==> src/rtl/mux_arb_pkg.sv <==
// Shared types and sizes for the 64-way round-robin mux arbiter.
// Imported by the priority picker and the arbiter top level.
package mux_arb_pkg;

    localparam int N_REQ = 64;
    localparam int SEL_W = $clog2(N_REQ);

    typedef enum logic [1:0] {
        IDLE,
        GRANT,
        GAP
    } arb_state_t;

    typedef logic [SEL_W-1:0] sel_t;
    typedef logic [N_REQ-1:0] req_t;

    function automatic req_t onehot(input sel_t s);
        onehot = req_t'(1) << s;
    endfunction

endpackage

==> src/rtl/mux64_rr_arbiter_pick.sv <==
// Round-robin priority pick: first set request after ptr, wrapping.
// Rotate so ptr+1 lands at bit 0, find-first-set, then add the offset back.
module rr_priority_pick
    import mux_arb_pkg::*;
(
    input  logic [N_REQ-1:0] req,
    input  sel_t             ptr,
    output logic             found,
    output sel_t             idx
);

    sel_t start;
    sel_t off;
    req_t rot;

    assign start = ptr + sel_t'(1);
    assign rot   = (req >> start) | (req << (N_REQ - int'(start)));

    always_comb begin
        off = '0;
        for (int i = N_REQ - 1; i >= 0; i--) begin
            if (rot[i]) begin
                off = sel_t'(i);
            end
        end
    end

    assign found = |req;
    assign idx   = off + start;

endmodule

==> src/rtl/mux64_rr_arbiter.sv <==
// Round-robin arbiter owning the select of a 64:1 output mux.
// Grants are held until done, request drop or hold-limit, then one dead cycle.
module mux64_rr_arbiter
    import mux_arb_pkg::*;
#(
    parameter int MAX_HOLD = 16,
    parameter int HOLD_W   = $clog2(MAX_HOLD + 1)
) (
    input  logic             clk,
    input  logic             rst,
    input  logic             en,
    input  logic [N_REQ-1:0] req,
    input  logic             done,
    output sel_t             sel,
    output logic [N_REQ-1:0] gnt,
    output logic             gnt_valid,
    output logic             timeout
);

    arb_state_t        state;
    sel_t              ptr;
    logic [HOLD_W-1:0] hold_cnt;
    logic              found;
    sel_t              pick;
    logic              at_limit;
    logic              released;

    rr_priority_pick u_pick (
        .req   (req),
        .ptr   (ptr),
        .found (found),
        .idx   (pick)
    );

    assign at_limit = (hold_cnt == HOLD_W'(MAX_HOLD));
    assign released = done || !req[sel] || at_limit;

    always_ff @(posedge clk) begin
        if (rst) begin
            state     <= IDLE;
            sel       <= '0;
            gnt       <= '0;
            gnt_valid <= 1'b0;
            timeout   <= 1'b0;
            hold_cnt  <= '0;
            ptr       <= sel_t'(N_REQ - 1);
        end else begin
            timeout <= 1'b0;
            unique case (state)
                IDLE: begin
                    if (en && found) begin
                        state     <= GRANT;
                        sel       <= pick;
                        gnt       <= onehot(pick);
                        gnt_valid <= 1'b1;
                        ptr       <= pick;
                        hold_cnt  <= HOLD_W'(1);
                    end
                end
                GRANT: begin
                    if (released) begin
                        state     <= GAP;
                        gnt       <= '0;
                        gnt_valid <= 1'b0;
                        hold_cnt  <= '0;
                        // forced release only when neither normal cause applies
                        timeout   <= !done && req[sel];
                    end else if (!at_limit) begin
                        hold_cnt <= hold_cnt + HOLD_W'(1);
                    end
                end
                GAP: begin
                    state <= IDLE;
                end
                default: begin
                    state <= IDLE;
                end
            endcase
        end
    end

endmodule

==> config.mk <==
export PLATFORM = sky130hd
export DESIGN_NAME = mux64_rr_arbiter
export DESIGN_NICKNAME = d
export VERILOG_FILES = /design/src/rtl/mux_arb_pkg.sv /design/src/rtl/mux64_rr_arbiter_pick.sv /design/src/rtl/mux64_rr_arbiter.sv
export SDC_FILE = /design/constraint.sdc
export NUM_CORES = 1
export LEC_CHECK = 0
export ABC_AREA = 1
export BUFFER_PORTS_ARGS = -buffer_cell sky130_fd_sc_hd__buf_2
export CAP_MARGIN = 25
export CORE_MARGIN = 4
export CORE_UTILIZATION = 60
export CTS_CLUSTER_SIZE = 40
export DETAILED_ROUTE_END_ITERATION = 12
export PLACE_DENSITY_LB_ADDON = 0.1
export SLEW_MARGIN = 20
export SYNTH_ARGS = -nofsm -noshare
export SYNTH_HDL_FRONTEND = slang
export SYNTH_SLANG_ARGS = --single-unit
==> constraint.sdc <==
create_clock -name clk -period 6.9 [get_ports clk]
set_input_delay 0.345 -clock clk [delete_from_list [all_inputs] [get_ports clk]]
set_output_delay 0.345 -clock clk [all_outputs]
set_load 0.01 [all_outputs]
==> results of run 1 <==
==> metal layers <==
layer,global-route usage (%),overflow
met4,75.7,37
met1,81.6,3
met2,92.9,28
met5,37.7,0
met3,64.7,1
==> metrics by stage <==
step	area, sq um	hold WS (ps)	std cells	setup slack (ps)
after CTS	16000	366	2999	-40.9
after detailed placement	15200	455	2973	-387
after global placement	15200	449	2972	-272
after floorplan	12800	486	2456	624
==> kinds of logic after synthesis <==
family / synth area share [%]
fa+ha+maj: 0.784
flops: 13.3
compound gates: 26.2
xor+xnor: 0.461
buf+inv: 12.0
mux: 4.47
simple gates: 42.8
==> timing repair <==
| item | CTS |
|---|---|
| pin swaps | 5 |
| resized for setup | 99 |
| setup endpoints to repair | 70 |
| hold buffers | 0 |
| setup buffers | 6 |
| cloned | 5 |
==> results.md, run 1 <==
* Post-synth top area share at 26.2%
* Cells after Synth at 2,456
* Count leader, synth: nand2_1
* Port bufs at 139
* Sequential area share after synthesis at 13.3%
* Number of buffers created by CTS at 9
* Routability cong. at 1.10
* CTS Sinks at 85
* Largest net degree at the start of global routing at 77
* Top Ports at 140
* Worst EP kind: register input
* Synth warn at 0
* Clock H-tree levels at 3
* Run status: stopped before the end
* Last stage reached: global routing (5_1_grt)
* Gr ovfl total at 69
* Post-synth EDFFs at 0
* Starting Density at 60.9%
* Rows at 53
* Error: [ERROR GRT-0232] Routing congestion too high. Check the congestion heatmap in the GUI.
* Root Buffer: clkbuf_16
* Asr flop ratio synth at 0%
* Mapped cell area at 12,800 sq um
* Clk buf depth at 2
* Seq cells post-synth at 85
* Chip height at 154 um
* Predominant post-synthesis flop cell: dfxtp_1
* Top cells by area, synth: nand2_1 26%, dfxtp_1 13%, o21ai_0 12%
* Syn Nets at 2,532
* GRT Overall Usage at 79.2%
* Yosys cell types at 51
* Top post-synthesis cells by count: 892 x nand2_1, 305 x o21ai_0, 182 x nor2_1
* Cell taking the most area after synthesis: nand2_1
* Syn avg cell area at 5.20 sq um
* DPL Wire Length at 47.5 mm
* Worst-path endpoint after global-route repair_timing: gnt[5]$_SDFFE_PP0P_/D
* Die width at 154 um
==> run 2: changes to the inputs <==
CORE_UTILIZATION = 40   (was 60)
CTS_CLUSTER_SIZE = unset   (was 40)
PLACE_DENSITY_LB_ADDON = 0.15   (was 0.1)
==> results.md, run 2 <==
* Run status: complete, but fails checks
* Violated checks: negative setup slack
* Commonest cells after routing, fill and taps aside: 793 x nand2_1, 428 x buf_4, 248 x o21ai_0
* WS Path Type: reg2reg
* Syn avg cell area at 5.20 sq um
* Clock slew at reported path FFs at 70 ps
* Final net count at 3,001
* Later-pin clock latency in the skew report at 350 ps
* Fmax at 0.140 GHz
* Port bufs at 139
* Starting Density at 40.5%
* RSZ-0062 raised after global routing: yes
* Die area at 34,800 sq um
* Clock H-tree levels at 3
* Post-synthesis mux area share at 4.47%
* Post-synth top area share at 26.2%
* Fin util at 60.2%
* WL per Instance at 21.3 um
* Slew margin rel. at 42.0%
* CP most frequent cell: nand2_1
* Regs by FF count: gnt (64), ptr (6), sel (6)
* Worst EP arrival at 7390 ps
* Setup TNS at -4200 ps
* Max reg flops at 64
* Clk buf depth at 2
* Synth Area in Adders at 0.784%
* CTS tree: done
* CTS Sinks at 85
* First-pass GRT wire length at 104 mm
* Largest family of logic cells by synthesized area: simple AND/OR/NAND/NOR gates
* Cell taking the most area after synthesis: nand2_1
* Number of global-route vias before repair at 18,007
* Tcrit/Tclk final at 103%
* Most flop-heavy register: gnt
* Routability cong. at 1.04
* # DRC at 0
* Synth warn at 0
* Top Ports at 140
* Yosys cell types at 51
* Post-synthesis xor/xnor area fraction at 0.461%
* Final Hold Violating Endpoints at 0
* Predominant post-synthesis flop cell: dfxtp_1
* Synthesis-to-layout area growth at 48.8%
* DR vias/cell at 5.81
* Mapped cell area at 12,800 sq um
* Commonest non-fill, non-tap cell in the layout: nand2_1
* Final ANT Viol Nets at 0
* CP bufs+invs at 5
* Top cells by area, synth: nand2_1 26%, dfxtp_1 13%, o21ai_0 12%
* Seq cells post-synth at 85
* Largest net degree at the start of global routing at 77
* Critical Path End Type: register
* Number of max-cap violations at 0
* GRT Overall Usage at 37.7%
* Gr ovfl total at 0
* Simple-Gate Fraction of Synth Area at 42.8%
* Fraction of layout cells with a size suffix above 1 at 32.5%
* Crit Path Max Fanout at 7
* Largest stage delay, worst path at 370 ps
* Hold WS at 306 ps
* Die width at 187 um
* Final setup vio count at 65
* Sequential area share after synthesis at 13.3%
* Hold WC Path Type: in2reg
* Chip height at 187 um
* Cells after Synth at 2,456
* Number of buffers created by CTS at 9
* Critical path's top delay family: simple AND/OR/NAND/NOR gates
* Total wire length at 71.1 mm
* Post-synthesis compound-gate area fraction at 26.2%
* Post-synth EDFFs at 0
* Syn Nets at 2,532
* Root Buffer: clkbuf_16
* Startpoint Class: register
* Asr flop ratio synth at 0%
* DPL Wire Length at 55.0 mm
* Layout Skew at 9.38 ps
* Vias at 19,364
* Rows at 65
* Final min period at 7130 ps
* Drt first-iter violations at 2,259
* Worst Tran Pin Value at 860 ps
* Top post-synthesis cells by count: 892 x nand2_1, 305 x o21ai_0, 182 x nor2_1
* Core box area at 31,600 sq um
* Slowest-stage cell, CP: dfxtp_4
* Initial antenna violation count at 0
* Antenna diodes at 0
* Max-slew violations at 0
* Worst Setup Slack, final at -230 ps
* Worst EP required at 7160 ps
* Cts hold-fix bufs at 0
* Drt pass-1 iters at 9
* Place WS at -437 ps
* Count leader, synth: nand2_1
==> run 2: cell counts after synthesis <==
No cell type changed its count.
==> run 2: repair_timing <==
item	4_1_cts	5_1_grt
setup endpoints to repair	72	76
cloned	8	7
pin swaps	38	38
resized for setup	201	248
setup buffers	34	36
==> run 2: kinds of logic (layout without fill, tap and decap cells) <==
| logic type | after synthesis | in the layout |
|---|---|---|
| compound gates | 618 | 618 |
| xor+xnor | 5 | 5 |
| fa+ha+maj | 8 | 8 |
| buf+inv | 346 | 819 |
| flops | 85 | 85 |
| mux | 57 | 57 |
| simple gates | 1337 | 1337 |
==> run 2: area by class of cell <==
cell class / instances / area, sq um
clock buffer: 9 / 225
clock inverter: 6 / 71.3
fill: 3177 / 12600
inverter: 178 / 706
multi-input combinational: 2025 / 10800
sequential: 85 / 1710
tap: 402 / 503
timing repair buffer: 625 / 4970
timing repair inverter: 1 / 11.3
==> run 2: metal layers <==
layer	share of wire (%)	GRT usage, %
met1	40	48.1
met2	46	62.3
met3	9.0	5.87
met4	5.6	18.5
met5	0	0
==> run 2: worst reg2reg max path: cells and delay by family, from the launching register on <==
| kind | cells | cell delay (ps) |
|---|---|---|
| compound gates | 6 | 880 |
| xor+xnor | 1 | 250 |
| fa+ha+maj | 3 | 670 |
| buf+inv | 5 | 670 |
| flops | 1 | 370 |
| simple gates | 64 | 4210 |
==> run 2: per-stage QoR <==
step	cell area (sq um)	std cells
2_1_floorplan	12800	2456
3_3_place_gp	16300	3234
5_1_grt	19000	3331
4_1_cts	17700	3289
3_5_place_dp	16300	3234
6_report	19000	3331
==> run 2: path summary, 6_finish.rpt <==
path	depth (start not counted)	slack [ps]	to	start
worst max-delay path	79	-230	gnt[44]$_SDFFE_PP0P_	ptr[0]$_SDFFE_PP1P_
worst min register to register	2	460	gnt[10]$_SDFFE_PP0P_	gnt[10]$_SDFFE_PP0P_
worst min-delay path	4	310	timeout$_SDFF_PP0_	done
worst max register to register	79	-230	gnt[44]$_SDFFE_PP0P_	ptr[0]$_SDFFE_PP1P_
Power of run 2 is not shown: default switching activity piles up to over one toggle a cycle in this logic, so the estimate is an artifact.
==> run 3: changes to the inputs <==
CORE_ASPECT_RATIO = 1.75   (was unset)
SKIP_LAST_GASP = 1   (was unset)
==> results.md, run 3 (synthesis gave the netlist of run 2 again) <==
* Run status: complete, but fails checks
* Violated checks: negative setup slack
* Slowest-stage cell, CP: a221oi_2
* Worst Hold Path Cells at 4
* Starting Density at 40.5%
* CP bufs+invs at 9
* Root Buffer: clkbuf_16
* WS Path Type: reg2reg
* Later-pin clock latency in the skew report at 360 ps
* Clock slew at reported path FFs at 70 ps
* Worst EP arrival at 7610 ps
* Worst EP required at 7190 ps
* Antenna diodes at 0
* Regs by FF count: gnt (64), ptr (6), sel (6)
* Die area at 35,000 sq um
* Largest net degree at the start of global routing at 77
* Clk buf depth at 2
* CTS Sinks at 85
* Critical path's top delay family: simple AND/OR/NAND/NOR gates
* Worst R2R End: gnt[0]$_SDFFE_PP0P_
* Chip height at 244 um
* Placed cell count at 3,261
* RSZ-0062 raised after global routing: yes
* Gr ovfl total at 0
* Synthesis-to-layout area growth at 53.2%
* Number of max-cap violations at 0
* CTS tree: done
* Final setup vio count at 72
* CP Depth at 80
* Die width at 143 um
* Most flop-heavy register: gnt
* Final-layout fill cell count at 3,147
* Max-slew violations at 0
* DR vias/cell at 5.80
* Port bufs at 139
* Cts hold-fix bufs at 0
* Largest stage delay, worst path at 420 ps
* Top Ports at 140
* Startpoint Class: register
* Final Hold Violating Endpoints at 0
* Critical Path End Type: register
* Final min period at 7320 ps
* Fmax at 0.137 GHz
* Fin util at 62.0%
* Final Instance Area at 19,600 sq um
* Reg-to-reg startpoint: ptr[0]$_SDFFE_PP1P_
* Core box area at 31,500 sq um
* Worst Setup Slack, final at -420 ps
* Commonest cells after routing, fill and taps aside: 779 x nand2_1, 489 x buf_4, 255 x o21ai_0
* Number of buffers created by CTS at 9
* Tcrit/Tclk final at 106%
* First-pass GRT wire length at 109 mm
* DPL Wire Length at 57.4 mm
* Clock H-tree levels at 3
* Drt first-iter violations at 1,572
* Crit Path Max Fanout at 19
* Total wire length at 75.4 mm
* Commonest non-fill, non-tap cell in the layout: nand2_1
* WL per Instance at 22.3 um
* Area post-placement at 16,600 sq um
* Initial antenna violation count at 0
* Final ANT Viol Nets at 0
* Number of global-route vias before repair at 19,011
* Final net count at 3,061
* HP Start: done
* Hold Path End: timeout$_SDFF_PP0_
* Hold WS at 267 ps
* Vias at 19,627
* Worst Tran Pin Value at 834 ps
* GRT Overall Usage at 40.6%
* Worst R2R Path Depth at 80
* # DRC at 0
* Rows at 86
* Fraction of layout cells with a size suffix above 1 at 34.4%
* R2R Setup Slk at -420 ps
* Hold WC Path Type: in2reg
* Drt pass-1 iters at 6
* Layout Skew at 8.46 ps
* Routability cong. at 1.06
* Post-Layout Cell Count at 3,386
* CP most frequent cell: nand2_1
* Slew margin rel. at 44.4%
* Max reg flops at 64
run 3: cell count changes in the layout (fill, tap and decap cells not counted), sizes merged:
cell / delta
buf: +60
clkinv: -3
clkinvlp: +3
inv: +3
bufinv: -1
clkbuf: -1
run 3: tightest hold or removal path: cells and delay by family:
| family | cells | cell delay, ps |
|---|---|---|
| AOI/OAI and AO/OA | 1 | 60 |
| and+or+nand+nor | 1 | 70 |
| buffers and inverters | 2 | 110 |
run 3: how the worst max path moves through the flow:
stage | to | start | slack, ps
after global routing | gnt[12]$_SDFFE_PP0P_ | ptr[0]$_SDFFE_PP1P_ | -1170
after detailed placement | gnt[62]$_SDFFE_PP0P_ | ptr[0]$_SDFFE_PP1P_ | -1030
after CTS | gnt[63]$_SDFFE_PP0P_ | ptr[0]$_SDFFE_PP1P_ | -160
after floorplan | gnt[12]$_SDFFE_PP0P_ | ptr[0]$_SDFFE_PP1P_ | 620
after global placement | gnt[62]$_SDFFE_PP0P_ | ptr[0]$_SDFFE_PP1P_ | -1140
final | gnt[0]$_SDFFE_PP0P_ | ptr[0]$_SDFFE_PP1P_ | -420
run 3: cell type report:
type / instances / area (sq um) / area share (%)
repair buffers: 684 / 5430 / 27.8
clock inverters: 7 / 62.6 / 0.320
inverters: 178 / 688 / 3.52
multi-input cells: 2025 / 10900 / 55.9
flip-flops and latches: 85 / 1710 / 8.73
clock buffers: 9 / 225 / 1.15
well taps: 396 / 495 / 2.53
repair inverters: 2 / 15.0 / 0.0768
run 3: through the flow:
| step | setup TNS, ps | setup WS, ps |
|---|---|---|
| floorplan | 0 | 624 |
| global placement | -64710 | -1140 |
| detailed placement | -58280 | -1030 |
| CTS | -6950 | -164 |
| global route | -74530 | -1170 |
| finish | -20450 | -420 |
run 3: repair_timing:
item / in CTS / in global routing
pin swaps: 40 / 102
setup endpoints to repair: 74 / 76
gates cloned: 11 / 5
setup buffers: 69 / 32
gates resized for setup: 233 / 211
run 3: layer usage:
layer  track usage [%]  wire length [um]  vias up
met5                 0                 0        -
met4              33.0              8840        0
met3              5.67              4810      414
met2              72.9             37000     1009
met1              40.5             24800     8976
li1                  -                 -     9228
Power of run 3 is left out for the same reason.
